`config.mk`:
```
export PLATFORM = sky130hd
export DESIGN_NAME = fetch_sequencer
export DESIGN_NICKNAME = d
export VERILOG_FILES = /design/src/rtl/fetch_pkg.sv /design/src/rtl/fetch_skid_buffer.sv /design/src/rtl/fetch_sequencer.sv
export SDC_FILE = /design/constraint.sdc
export NUM_CORES = 1
export LEC_CHECK = 0
export CORE_AREA = 2 2 115 173
export CTS_BUF_LIST = sky130_fd_sc_hd__clkbuf_4 sky130_fd_sc_hd__clkbuf_8 sky130_fd_sc_hd__clkbuf_16
export DETAILED_ROUTE_END_ITERATION = 8
export DIE_AREA = 0 0 117 175
export GPL_TIMING_DRIVEN = 0
export HOLD_SLACK_MARGIN = 0.08
export PLACE_DENSITY = 0.78
export SYNTH_ARGS = -nofsm -noshare
export SYNTH_HDL_FRONTEND = slang
export SYNTH_SLANG_ARGS = --single-unit
```
`constraint.sdc`:
```
create_clock -name clk -period 9.58 [get_ports clk]
set_input_delay 2.874 -clock clk [delete_from_list [all_inputs] [get_ports clk]]
set_output_delay 2.874 -clock clk [all_outputs]
set_load 0.02 [all_outputs]
```
`src/rtl/fetch_pkg.sv`:
```
// Shared types and widths for the instruction-fetch sequencer.
package fetch_pkg;
   localparam int PC_W    = 32;
   localparam int INSTR_W = 32;

   typedef enum logic [1:0] {
      IDLE  = 2'd0,
      REQ   = 2'd1,
      HOLD  = 2'd2,
      DRAIN = 2'd3
   } fetch_state_t;
endpackage

```
`src/rtl/fetch_skid_buffer.sv`:
```
// One-entry decode-facing output buffer with a one-entry skid register behind it.
module fetch_skid_buffer
   import fetch_pkg::*;
(
   input  logic               clk,
   input  logic               rst,
   input  logic               stall,
   input  logic               flush,
   input  logic               load,
   input  logic [INSTR_W-1:0] load_instr,
   input  logic [PC_W-1:0]    load_pc,
   output logic               if_valid,
   output logic [INSTR_W-1:0] if_instr,
   output logic [PC_W-1:0]    if_pc
);
   logic               skid_valid;
   logic [INSTR_W-1:0] skid_instr;
   logic [PC_W-1:0]    skid_pc;
   logic               consume;
   logic               buf_free;

   assign consume  = if_valid & ~stall;
   assign buf_free = ~if_valid | ~stall;

   always_ff @(posedge clk or posedge rst) begin
      if (rst) begin
         if_valid   <= 1'b0;
         if_instr   <= '0;
         if_pc      <= '0;
         skid_valid <= 1'b0;
         skid_instr <= '0;
         skid_pc    <= '0;
      end else if (flush) begin
         if_valid   <= 1'b0;
         skid_valid <= 1'b0;
      end else if (load) begin
         // the sequencer only loads while the skid is empty
         if (buf_free) begin
            if_valid <= 1'b1;
            if_instr <= load_instr;
            if_pc    <= load_pc;
         end else begin
            skid_valid <= 1'b1;
            skid_instr <= load_instr;
            skid_pc    <= load_pc;
         end
      end else if (consume) begin
         if (skid_valid) begin
            if_instr   <= skid_instr;
            if_pc      <= skid_pc;
            skid_valid <= 1'b0;
         end else begin
            if_valid <= 1'b0;
         end
      end
   end
endmodule

```
`src/rtl/fetch_sequencer.sv`:
```
// Fetch controller: owns the PC and sequences it against a hold-until-ready imem handshake.
//   state | meaning
//   IDLE  | no request; start fetching next cycle
//   REQ   | request outstanding at imem_addr
//   HOLD  | buffer and skid full; wait for decode to consume
//   DRAIN | finish a request abandoned by redirect, drop its data
module fetch_sequencer
   import fetch_pkg::*;
#(
   parameter logic [PC_W-1:0] RESET_PC = 32'h0000_0000,
   parameter logic [PC_W-1:0] PC_INC   = 32'd1
) (
   input  logic               clk,
   input  logic               reset,
   output logic               imem_req,
   output logic [PC_W-1:0]    imem_addr,
   input  logic               imem_ready,
   input  logic [INSTR_W-1:0] imem_rdata,
   input  logic               stall,
   input  logic               redirect_valid,
   input  logic [PC_W-1:0]    redirect_pc,
   output logic               if_valid,
   output logic [INSTR_W-1:0] if_instr,
   output logic [PC_W-1:0]    if_pc,
   output logic [PC_W-1:0]    pc
);
   fetch_state_t    state;
   logic [PC_W-1:0] fetch_pc;
   logic [PC_W-1:0] next_pc;
   logic            buf_free;
   logic            consume;
   logic            load;

   assign next_pc  = fetch_pc + PC_INC;
   assign buf_free = ~if_valid | ~stall;
   assign consume  = if_valid & ~stall;
   assign load     = (state == REQ) & imem_ready & ~redirect_valid;
   assign pc       = fetch_pc;

   always_ff @(posedge clk or posedge reset) begin
      if (reset) begin
         state     <= IDLE;
         fetch_pc  <= RESET_PC;
         imem_req  <= 1'b0;
         imem_addr <= '0;
      end else if (redirect_valid) begin
         fetch_pc <= redirect_pc;
         imem_req <= 1'b1;
         // an unfinished request must still complete before the new target goes out
         if ((state == REQ || state == DRAIN) && !imem_ready) begin
            state <= DRAIN;
         end else begin
            state     <= REQ;
            imem_addr <= redirect_pc;
         end
      end else begin
         case (state)
            IDLE: begin
               state     <= REQ;
               imem_req  <= 1'b1;
               imem_addr <= fetch_pc;
            end
            REQ: begin
               if (imem_ready) begin
                  fetch_pc <= next_pc;
                  if (buf_free) begin
                     imem_addr <= next_pc;
                  end else begin
                     state    <= HOLD;
                     imem_req <= 1'b0;
                  end
               end
            end
            HOLD: begin
               if (consume) begin
                  state     <= REQ;
                  imem_req  <= 1'b1;
                  imem_addr <= fetch_pc;
               end
            end
            DRAIN: begin
               if (imem_ready) begin
                  state     <= REQ;
                  imem_addr <= fetch_pc;
               end
            end
            default: state <= IDLE;
         endcase
      end
   end

   fetch_skid_buffer u_skid (
      .clk        (clk),
      .rst        (reset),
      .stall      (stall),
      .flush      (redirect_valid),
      .load       (load),
      .load_instr (imem_rdata),
      .load_pc    (imem_addr),
      .if_valid   (if_valid),
      .if_instr   (if_instr),
      .if_pc      (if_pc)
   );
endmodule
```
==> results.ini <==
[clock_network]
ctsRootBufferMaster=clkbuf_16
ctsResizeCount=0
cts_tree=yes
holdBufCountCts=0
worst_skew_pair.late_latency_ps=440
cts_made_buffers=17
clkSinkCount=197
clk_pin_slew_worst_paths_ps=70
cts_htree_levels=4
cts_post_setup_buffers_inserted=0
max-clock-path-buffers=2

[global_routing]
grtUsageMet2_pct=48.7
grt_pass1_wl_mm=44.9
grt_antenna_before_repair=0
grt_util_met1_pct=34.6
grt_most_used_layer=met2
via_count_of_the_first_global_routing_pass=8140
globalRoute.totalOverflow=0
grt_start_max_net_pins=105
globalRouteTotalUtil_pct=29.1
globalRouteMet3Util_pct=5.20

[pwr]
fin_total_pwr_mw=3.27
p_leak_nw=5.33
power-per-cell-area_nw_per_um2=259
power.ir.vdd_worst_v=0.000112

[yosys]
avgSynthCellArea_um2=10.6
count_of_cell_types_in_the_netlist=60
syn-instance-count=914
asyncSetResetFlopFracSynth_pct=100
synth.ff_latch_count=197
synth_ff_type=dfrtp_1
synth_edf_count=0
synth.yosys.warnings=0
synth.cell_area_um2=9670
synth_fp_nets=988
share_of_synthesized_area_occupied_by_flip_flops_and_latches_pct=51.0

[sta]
final.setup_skew_ps=7.15
tightest_slew_ps=984
totalNegativeSetupSlack_ps=0
setup_violations=0
report.final.hold_viol_count=0
hold-worst-slack_ps=503
period_share_pct=56.5
report.final.slew_viol_count=0
rsz0062_at_grt=false
max_slew_margin_pct=34.2
post-route-min-period_ps=5410
final_critical_path_setup_slack_ps=4170
max_clock_freq_mhz=185

[setup_path]
regToRegStartpoint=state[1]$_DFFE_PP0P_
reg2reg_slack_ps=6240
cp-start-kind=input port
cp_max_fanout=10
worstSetupPathType=input port to register
critical_path_required_ps=9900
critical_path.endpoint_type=register
worstSetupStartpoint=redirect_valid
cp_data_arrival_time_ps=5730
r2r_cells=8

[routing]
drt_first_pass_iters=5
routed_antenna_nets=0
viasPerCell=5.81
initialDrtViolationCount=655
routed_wirelength_mm=29.2
vias=8138
drcViolationCount=0
wire_per_inst_um=20.8

[floorplanning]
core.rowCount=62
i_o_pin_count=199
fp.dieArea_um2=20500
floorplan.die.height_um=175
start_util_pct=50.9
die_x_um=117
core_um2=19000

[finish]
diodes=0
stdcell_area_um2=12600
final_cell_mix=197 x dfrtp_1, 197 x clkdlybuf4s50_1, 102 x nor2_1
final_core_utilization_pct=66.4
final_net_count=1205
layout-area-overhead-vs-synth_pct=30.5
drive_above_1_share_pct=12.7
layoutNonFillerInstCount=1400

[place]
gp_congestion=0.996
count_of_port_buffers_added_during_placement=197
post-dp-hpwl_mm=21.5
placed_cells_incl_taps=1368
detailed_place.area_um2=12000
dpl_worst_slack_ps=3710

[job]
timing.max_cap.violations=0

[min_path]
hp-start=u_skid.skid_instr[5]$_DFFE_PP0P_
timing.hold.worst.class=register to register
holdPathStages=1

[outcome]
status=finished, final reports clean

-- report_power, final --
| part | switching [mW] | internal, mW | leakage [nW] |
|---|---|---|---|
| Clock | 0.315 | 0.443 | 0.300 |
| Combinational | 0.614 | 0.580 | 2.69 |
| Sequential | 0.201 | 1.11 | 2.34 |
-- critical path, stage by stage --
cell and delay [ps]:
clkdlybuf4s50_1 450, nor2b_1 150, nand2_1 320, nor2_1 870, clkbuf_1 650, mux2_2 410
-- worst paths after layout --
| path | end |
|---|---|
| worst max-delay path | u_skid.skid_pc[15]$_DFFE_PP0P_ |
| worst min-delay path | u_skid.skid_instr[5]$_DFFE_PP0P_ |
| worst max register to register | u_skid.skid_pc[15]$_DFFE_PP0P_ |
| worst min register to register | u_skid.skid_instr[5]$_DFFE_PP0P_ |
| max in group asynchronous | imem_addr[25]$_DFFE_PP0P_ |
| min in group asynchronous | u_skid.skid_instr[24]$_DFFE_PP0P_ |
-- metal layers --
metal  vias up  wire (µm)  share of wire (%)
li1       3702          -                  -
met3        92       1490                5.1
met2       333      14800                 51
met1      4011      11300                 39
met4         0       1610                5.5
met5         -          0                  0
-- state kept, by name (all words and copies together), names as in the netlist --
register	count
imem_addr	32
u_skid.skid_instr	32
imem_req	1
u_skid.skid_valid	1
u_skid.if_instr	32
u_skid.if_valid	1
state	2
u_skid.if_pc	32
u_skid.skid_pc	32
pc	32
-- cell usage after synthesis, types with 10 or more instances --
cell type / instances / area share (%)
dfrtp_1: 197 / 51
nor2_1: 102 / 4.0
a21oi_1: 88 / 4.6
mux2_2: 80 / 9.3
mux2i_1: 67 / 6.9
nand2_1: 56 / 2.2
clkbuf_1: 47 / 1.8
o21ai_0: 27 / 1.4
xnor2_1: 27 / 2.4
nand3_1: 22 / 1.1
nand4_1: 19 / 1.2
nor3_1: 16 / 0.83
nor4_1: 14 / 0.91
xor2_1: 14 / 1.3
buf_1: 10 / 0.39
-- layout make-up --
| type | instances | area (µm²) |
|---|---|---|
| timing repair buffer | 198 | 2000 |
| sequential | 197 | 4930 |
| fill | 1544 | 6390 |
| clock buffer | 24 | 497 |
| multi-input combinational | 641 | 4380 |
| buffer | 70 | 338 |
| inverter | 6 | 30.0 |
| clock inverter | 8 | 123 |
| tap | 256 | 320 |
-- cell families after synthesis --
logic type	count (synthesis)	synth area share (%)
xor+xnor	41	3.71
fa+ha+maj	5	0.647
mux	147	16.3
flops	197	51.0
compound gates	174	10.9
buf+inv	76	3.73
simple gates	274	13.8
Power figures use the tool's default switching activity.
